--- src/rtl/tdm_demux14_4_pkg.sv ---
// Shared definitions for the 4-lane TDM link (transmit mux and receive demux).
package tdm_demux14_4_pkg;

  localparam int unsigned SLOT_W    = 2;
  localparam int unsigned NUM_SLOTS = 4;

  typedef enum logic {
    ST_IDLE    = 1'b0,
    ST_COLLECT = 1'b1
  } state_e;

  // Index of the slot that completes a frame.
  localparam logic [SLOT_W-1:0] LAST_SLOT = SLOT_W'(NUM_SLOTS - 1);

endpackage

--- src/rtl/tdm_demux14_4_gap_timer.sv ---
// Saturating idle-cycle counter; flags the idle cycle that brings the gap up to TIMEOUT.
module tdm_demux14_4_gap_timer #(
  parameter int unsigned TIMEOUT = 8
) (
  input  logic clk,
  input  logic rst_n,
  input  logic clear,
  input  logic count_en,
  output logic expired
);

  localparam int unsigned CW      = (TIMEOUT == 0) ? 1 : $clog2(TIMEOUT + 1);
  localparam int unsigned SAT     = TIMEOUT;
  localparam int unsigned LAST_IX = (TIMEOUT == 0) ? 0 : TIMEOUT - 1;

  logic [CW-1:0] gap;

  // Clear wins over count; the counter sticks at TIMEOUT instead of wrapping.
  always_ff @(posedge clk or negedge rst_n) begin
    if (!rst_n) begin
      gap <= '0;
    end else if (clear) begin
      gap <= '0;
    end else if (count_en && (gap != CW'(SAT))) begin
      gap <= gap + CW'(1);
    end
  end

  // Combinational so the FSM aborts on the same edge the gap reaches TIMEOUT.
  assign expired = (TIMEOUT != 0) && count_en && (gap == CW'(LAST_IX));

endmodule

--- src/rtl/tdm_demux14_4.sv ---
// TDM receive demux: gathers four slot words into parallel lanes and flags framing errors.
module tdm_demux14_4
  import tdm_demux14_4_pkg::*;
#(
  parameter int unsigned WIDTH   = 4,
  parameter int unsigned TIMEOUT = 8
) (
  input  logic              clk,
  input  logic              rst_n,
  input  logic [WIDTH-1:0]  din,
  input  logic              din_valid,
  input  logic              sof,
  output logic [WIDTH-1:0]  y0,
  output logic [WIDTH-1:0]  y1,
  output logic [WIDTH-1:0]  y2,
  output logic [WIDTH-1:0]  y3,
  output logic              frame_valid,
  output logic              busy,
  output logic [SLOT_W-1:0] slot,
  output logic              err_drop,
  output logic              err_resync,
  output logic              err_timeout
);

  localparam int unsigned NUM_SHADOW = NUM_SLOTS - 1;

  state_e                  state, state_d;
  logic [SLOT_W-1:0]       slot_d;
  logic [WIDTH-1:0]        shadow   [NUM_SHADOW];
  logic [WIDTH-1:0]        shadow_d [NUM_SHADOW];
  logic [WIDTH-1:0]        y0_d, y1_d, y2_d, y3_d;
  logic                    frame_valid_d;
  logic                    err_drop_d, err_resync_d, err_timeout_d;
  logic                    gap_clear_c, gap_count_c, gap_expired_c;

  assign gap_clear_c = din_valid || (state == ST_IDLE);
  assign gap_count_c = (state == ST_COLLECT) && !din_valid;

  tdm_demux14_4_gap_timer #(
    .TIMEOUT (TIMEOUT)
  ) u_gap_timer (
    .clk      (clk),
    .rst_n    (rst_n),
    .clear    (gap_clear_c),
    .count_en (gap_count_c),
    .expired  (gap_expired_c)
  );

  always_ff @(posedge clk or negedge rst_n) begin
    if (!rst_n) begin
      state       <= ST_IDLE;
      slot        <= '0;
      for (int i = 0; i < int'(NUM_SHADOW); i++) shadow[i] <= '0;
      y0          <= '0;
      y1          <= '0;
      y2          <= '0;
      y3          <= '0;
      frame_valid <= 1'b0;
      err_drop    <= 1'b0;
      err_resync  <= 1'b0;
      err_timeout <= 1'b0;
    end else begin
      state       <= state_d;
      slot        <= slot_d;
      for (int i = 0; i < int'(NUM_SHADOW); i++) shadow[i] <= shadow_d[i];
      y0          <= y0_d;
      y1          <= y1_d;
      y2          <= y2_d;
      y3          <= y3_d;
      frame_valid <= frame_valid_d;
      err_drop    <= err_drop_d;
      err_resync  <= err_resync_d;
      err_timeout <= err_timeout_d;
    end
  end

  // Next-state and registered-output logic; every pulse is cleared by default.
  always_comb begin
    state_d       = state;
    slot_d        = slot;
    for (int i = 0; i < int'(NUM_SHADOW); i++) shadow_d[i] = shadow[i];
    y0_d          = y0;
    y1_d          = y1;
    y2_d          = y2;
    y3_d          = y3;
    frame_valid_d = 1'b0;
    err_drop_d    = 1'b0;
    err_resync_d  = 1'b0;
    err_timeout_d = 1'b0;

    unique case (state)
      ST_IDLE: begin
        if (din_valid) begin
          if (sof) begin
            shadow_d[0] = din;
            slot_d      = SLOT_W'(1);
            state_d     = ST_COLLECT;
          end else begin
            err_drop_d  = 1'b1;
          end
        end
      end
      ST_COLLECT: begin
        if (din_valid) begin
          if (sof) begin
            shadow_d[0]  = din;
            slot_d       = SLOT_W'(1);
            err_resync_d = 1'b1;
          end else if (slot == LAST_SLOT) begin
            y0_d          = shadow[0];
            y1_d          = shadow[1];
            y2_d          = shadow[2];
            y3_d          = din;
            frame_valid_d = 1'b1;
            slot_d        = '0;
            state_d       = ST_IDLE;
          end else begin
            for (int i = 0; i < int'(NUM_SHADOW); i++) begin
              if (slot == SLOT_W'(i)) shadow_d[i] = din;
            end
            slot_d = slot + SLOT_W'(1);
          end
        end else if (gap_expired_c) begin
          err_timeout_d = 1'b1;
          slot_d        = '0;
          state_d       = ST_IDLE;
        end
      end
      default: state_d = ST_IDLE;
    endcase
  end

  assign busy = (state == ST_COLLECT);

endmodule

--- config.mk ---
export PLATFORM = sky130hd
export DESIGN_NAME = tdm_demux14_4
export DESIGN_NICKNAME = d
export VERILOG_FILES = /design/src/rtl/tdm_demux14_4_pkg.sv /design/src/rtl/tdm_demux14_4_gap_timer.sv /design/src/rtl/tdm_demux14_4.sv
export SDC_FILE = /design/constraint.sdc
export NUM_CORES = 1
export LEC_CHECK = 0
export BUFFER_PORTS_ARGS = -buffer_cell sky130_fd_sc_hd__buf_2
export CORE_ASPECT_RATIO = 1.75
export CORE_MARGIN = 2
export CORE_UTILIZATION = 23
export CTS_BUF_LIST = sky130_fd_sc_hd__clkbuf_8
export DETAILED_ROUTE_END_ITERATION = 8
export GPL_ROUTABILITY_DRIVEN = 1
export GPL_TIMING_DRIVEN = 0
export MAX_ROUTING_LAYER = met4
export SLEW_MARGIN = 20
export SYNTH_ARGS = -nofsm -noshare
export SYNTH_HDL_FRONTEND = slang
export SYNTH_HIERARCHICAL = 1
export SYNTH_SLANG_ARGS = --single-unit
--- constraint.sdc ---
create_clock -name clk -period 4.6 [get_ports clk]
set_input_delay 0.46 -clock clk [delete_from_list [all_inputs] [get_ports clk]]
set_output_delay 0.46 -clock clk [all_outputs]
set_load 0.05 [all_outputs]
# Word-level counts from Yosys, hierarchy flattened
# Cells that the tools add are included.
# totals
regBits,39
inputBits,8
output_inout_bits,23
word_cells,79
# op_classes
n_addsub,2
eq_ne,11
mux,37
n_bitwise,3
reduce_logical,12
# ops
operator,count
4-bit two-way mux,8
12-bit two-way mux,2
1-bit two-way mux,17
5-bit AND reduction,3
2-bit two-way mux,6
8-bit two-way mux,1
4-bit case mux with 2 select lines,1
"2-bit inequality test, second input constant",3
"3-bit by 2-bit inequality test with 1-bit output, second input constant",2
"4-bit by 1-bit adder with 4-bit output, second input constant",1
"2-bit equality test, second input constant",2
"4-bit by 3-bit equality test with 1-bit output, second input constant",1
"4-bit inequality test, second input constant",1
2-bit case mux with 2 select lines,1
4-bit AND reduction,1
1-bit logical AND,3
"3-bit inequality test, second input constant",1
1-bit inverter,3
3-bit AND reduction,1
"2-bit by 1-bit adder with 2-bit output, second input constant",1
"2-bit by 1-bit equality test with 1-bit output, second input constant",1
2-bit zero test,1
1-bit case mux with 2 select lines,1
2-bit nonzero test,1
other kinds (2),2

# Depth between registers and ports, before layout
# depth
depth_word,6
ltp_mapped,8
ltp_nobuf,7

# By module
# Netlist, hierarchy kept.
# modules_own_cells
mod,n_inst,cells_per_inst,area_per_inst_um2,seq_area_each_um2
tdm_demux14_4,1,100,1481.4,875.8
tdm_demux14_4_gap_timer,1,24,236.5,100.1

# Least setup slack after synthesis
# Ideal clock, no wire load.
# synth_path
kind,flip-flop to flip-flop
start,"register state, in the netlist busy"
end,"register state, in the netlist busy"
setup_time_ns,0.120
arrival_time_ns,1.731
required_ns,4.480
path_slack_ns,2.749
path_stages_with_launch,9
path_buffers,1
period_less_slack_ns,1.851
path_cell_list,dfrtp_1 -> buf_2 -> nand2b_1 -> inv_1 -> nand2_1 -> nor3b_1 -> nor2_1 -> o21ai_0 -> nand2_1
# synth_via
elab_chain_cells,5
# synth_lines
element,line,source
from (decl),tdm_demux14_4.sv:27,"state_e state, state_d;"
from (signal assigned),tdm_demux14_4.sv:63,state <= state_d;
1-bit logical AND,tdm_demux14_4.sv:37,assign gap_count_c = (state == ST_COLLECT) && !din_valid;
net gap_count_c,tdm_demux14_4.sv:34,"logic gap_clear_c, gap_count_c, gap_expired_c;"
1-bit logical AND,tdm_demux14_4_gap_timer.sv:30,assign expired = (TIMEOUT != 0) && count_en && (gap == CW'(LAST_IX));
net gap_expired_c,tdm_demux14_4.sv:34,
1-bit two-way mux,tdm_demux14_4.sv:123,end else if (gap_expired_c) begin
1-bit two-way mux,tdm_demux14_4.sv:104,if (din_valid) begin
1-bit case mux with 2 select lines,tdm_demux14_4.sv:91,unique case (state)
net state_d,tdm_demux14_4.sv:27,
# The timed path passes the listed nets, and every way through them passes these cells.
# A chain may end at the register's enable or synchronous reset.

# Worst setup path after layout
# layout_path
start,"register state, in the netlist busy"
end,register slot[1]
# layout_via
elab_chain_cells,4
# layout_lines
element,line,source
1-bit logical AND,tdm_demux14_4.sv:37,
net gap_count_c,tdm_demux14_4.sv:34,
1-bit logical AND,tdm_demux14_4_gap_timer.sv:30,
net gap_expired_c,tdm_demux14_4.sv:34,
3-bit by 2-bit inequality test with 1-bit output (no line),n/a,
3-bit AND reduction (no line),n/a,
to (signal assigned),tdm_demux14_4.sv:64,slot <= slot_d;
to (decl),tdm_demux14_4.sv:19,"output logic [SLOT_W-1:0] slot,"
# The timed path passes the listed nets, and every way through them passes these cells.

==> impl_metrics.json <==
{
  "drive_above_1_share_pct": 45.1,
  "routed_wl_mm": 3.05,
  "hold_viol_final": 0,
  "synth_edf_count": 0,
  "grt_overflow": 0,
  "async_reset_ff_share_pct": 100,
  "fmax_mhz": 530,
  "grt_pass1_wl_mm": 5.17,
  "place_hpwl_mm": 2.28,
  "rr_worst_depth": 8,
  "num_antenna_cells": 0,
  "fillCellCount": 746,
  "ctsResizeCount": 0,
  "ios": 31,
  "fin_nets": 176,
  "cp.arrival_ps": 2080,
  "path_clk_slew_ps": 80,
  "finClkSkew_ps": 11.8,
  "htreeDepth": 2,
  "pwr-share-comb_pct": 36.7,
  "synthesis.nets": 139,
  "cts.path.max_buffers": 2,
  "yosys_most_used_dff": "dfrtp_1",
  "cts_tree": "yes",
  "switchingPower_uw": 485,
  "endpoint_kind": "flop",
  "p_total_uw": 1270,
  "ys_seq_area_share_pct": 56.8,
  "tightest_slew_ps": 865,
  "cts_setup_buffers": 0,
  "syn_inst": 124,
  "setup.worst_path.class": "reg -> reg",
  "finalCriticalPeriod_ps": 1890,
  "grt_use_total_pct": 8.52,
  "critPathLaunchType": "flop",
  "slowest_stage": "nor3b_1",
  "critPathRequiredTime_ps": 4790,
  "worstPathCellList": "buf_2 -> nand2b_1 -> inv_1 -> nand2_1 -> nor3b_1 -> nor2_1 -> o21ai_0 -> nand2_1",
  "coreArea_mm2": 0.00723,
  "reg2reg_slack_ps": 2710,
  "cp_max_fo": 10,
  "switching_share_pct": 38.3,
  "detail_route.wl_per_cell_um": 12.3,
  "dr.pass1.iters": 4,
  "cpPeakStageDelay_ps": 390,
  "clock_sinks": 39,
  "drcViolationCount": 0,
  "die_area_mm2": 0.00820,
  "die_w_um": 69.3,
  "avgSynthCellArea_um2": 13.9,
  "p_int_uw": 780,
  "r2r-start": "busy",
  "setup_viol": 0,
  "cap_violations": 0,
  "tns_ps": 0,
  "start_util_pct": 23.8,
  "via_per_inst": 4.18,
  "detail-route-antenna-nets": 0,
  "yosys_warnings": 6,
  "globalplace.congestion": 0.731,
  "ys_ff_latch": 39,
  "period_share_pct": 41.0,
  "netlist_area_mm2": 0.00172,
  "pwr-share-clk_pct": 23.4,
  "grt_pass1_vias": 1043,
  "ctsHoldBuffers": 0,
  "cts-root-buf": "clkbuf_8",
  "synth_cell_types": 27,
  "vias": 1036,
  "rsz0062_at_grt": "no",
  "portBuffers": 30,
  "hold_path_class": "in -> async",
  "seqPwrFrac_pct": 39.9,
  "crit_path_start": "busy",
  "chipHeight_um": 118,
  "grt_max_degree": 40,
  "clock_latency_ps": 300,
  "numCtsBuffers": 5,
  "p_leak_uw": 0.00108,
  "ir_drop_v": 0.000151,
  "initialDrtViolationCount": 63,
  "antenna_found_initial": 0,
  "path_common_cell": "nand2_1",
  "cellPowerDensity_mw_per_mm2": 604,
  "area_growth_syn_to_layout_pct": 21.9,
  "reg2reg_to": "slot[1]",
  "num_rows": 41,
  "maxSlewHeadroom_pct": 42.4,
  "drv_slew": 0,
  "status": "completed"
}
[critical path: cells and delay by family (launching register included)]
kind	cells	cell delay, ps
and+or+nand+nor	5	860
buffers and inverters	2	380
DFF	1	370
AOI/OAI and AO/OA	1	180
[metal layers]
layer  routed length [µm]  global-route usage, %  up-vias
met5                    0                      -        -
met4                   67                   5.15        0
met3                  135                   2.73        6
met2                 1700                   14.6       20
met1                 1140                   8.22      518
li1                     -                      -      492
[power by group through the flow]
stage | logic [µW] | clock network [µW] | registers (µW)
floorplan | 149 | 0 | 725
global placement | 467 | 0 | 510
detailed placement | 470 | 0 | 513
CTS | 470 | 306 | 507
global route | 491 | 315 | 524
finish | 464 | 296 | 505
[through the flow]
| step | cells | hold WS (ps) | instance area [µm²] | setup slack [ps] | util (%) |
|---|---|---|---|---|---|
| 3_3_place_gp | 240 | 484 | 1980 | 2550 | 27.3 |
| 4_1_cts | 248 | 315 | 2090 | 2690 | 28.9 |
| 5_1_grt | 248 | 360 | 2090 | 2440 | 28.9 |
| 6_report | 248 | 282 | 2090 | 2710 | 28.9 |
| 2_1_floorplan | 124 | 164 | 1720 | 2750 | - |
| 3_5_place_dp | 240 | 487 | 1980 | 2530 | 27.3 |
[layout make-up]
class                   count  area (µm²)  area share, %
multi-input cells          76         696           33.2
repair buffers             30         150           7.17
flip-flops and latches     39         976           46.6
inverters                   6        22.5           1.08
well taps                  86         108           5.14
clock buffers               6        82.6           3.95
plain buffers               3        23.8           1.14
clock inverters             2        35.0           1.67
[how the worst max path moves through the flow]
stage / to / slack, ps / cells after the start
floorplan: busy / 2750 / 8
detailed placement: slot[1] / 2530 / 9
global route: slot[1] / 2440 / 8
CTS: slot[1] / 2690 / 8
finish: slot[1] / 2710 / 8
global placement: slot[1] / 2550 / 9
[Yosys cell counts, types with 2 or more instances]
cell | n | share of area [%]
nand2b_1 | 3 | 1.1
a21oi_1 | 2 | 0.58
nand2_1 | 11 | 2.4
nor3b_1 | 2 | 0.87
mux2_2 | 19 | 12
nor2_1 | 4 | 0.87
dfrtp_1 | 39 | 57
o21ai_0 | 4 | 1.2
ha_1 | 7 | 5.1
nor2b_1 | 2 | 0.73
inv_1 | 6 | 1.3
mux2_4 | 10 | 8.7
[cells in the final DEF, fill, tap and decap left out, drive strengths merged, types with 2 or more instances in the layout]
master   n
ha       7
a21oi    2
nand3    2
o21ai    4
nor3b    2
nand2b   3
dfrtp   39
mux2    29
clkbuf   6
nor2b    3
nor2     4
nand2   11
inv      6
buf     33
[sequential cells by signal, indices dropped and copies added (netlist names), 2 cells and up]
signal,cells
y3,4
y1,4
shadow,12
u_gap_timer/gap,4
y2,4
y0,4
slot,2
[kinds of logic after synthesis]
kind of cell             Yosys count  synth area share (%)
flip-flops                        39                  56.8
AO/OA/AOI/OAI                      7                  2.19
multiplexers                      30                  21.8
adder cells (fa/ha/maj)            7                  5.10
XOR/XNOR                           1                 0.510
AND/OR/NAND/NOR                   31                  10.9
buffers and inverters              9                  2.69
No activity file was read; power rests on OpenSTA's default activity.
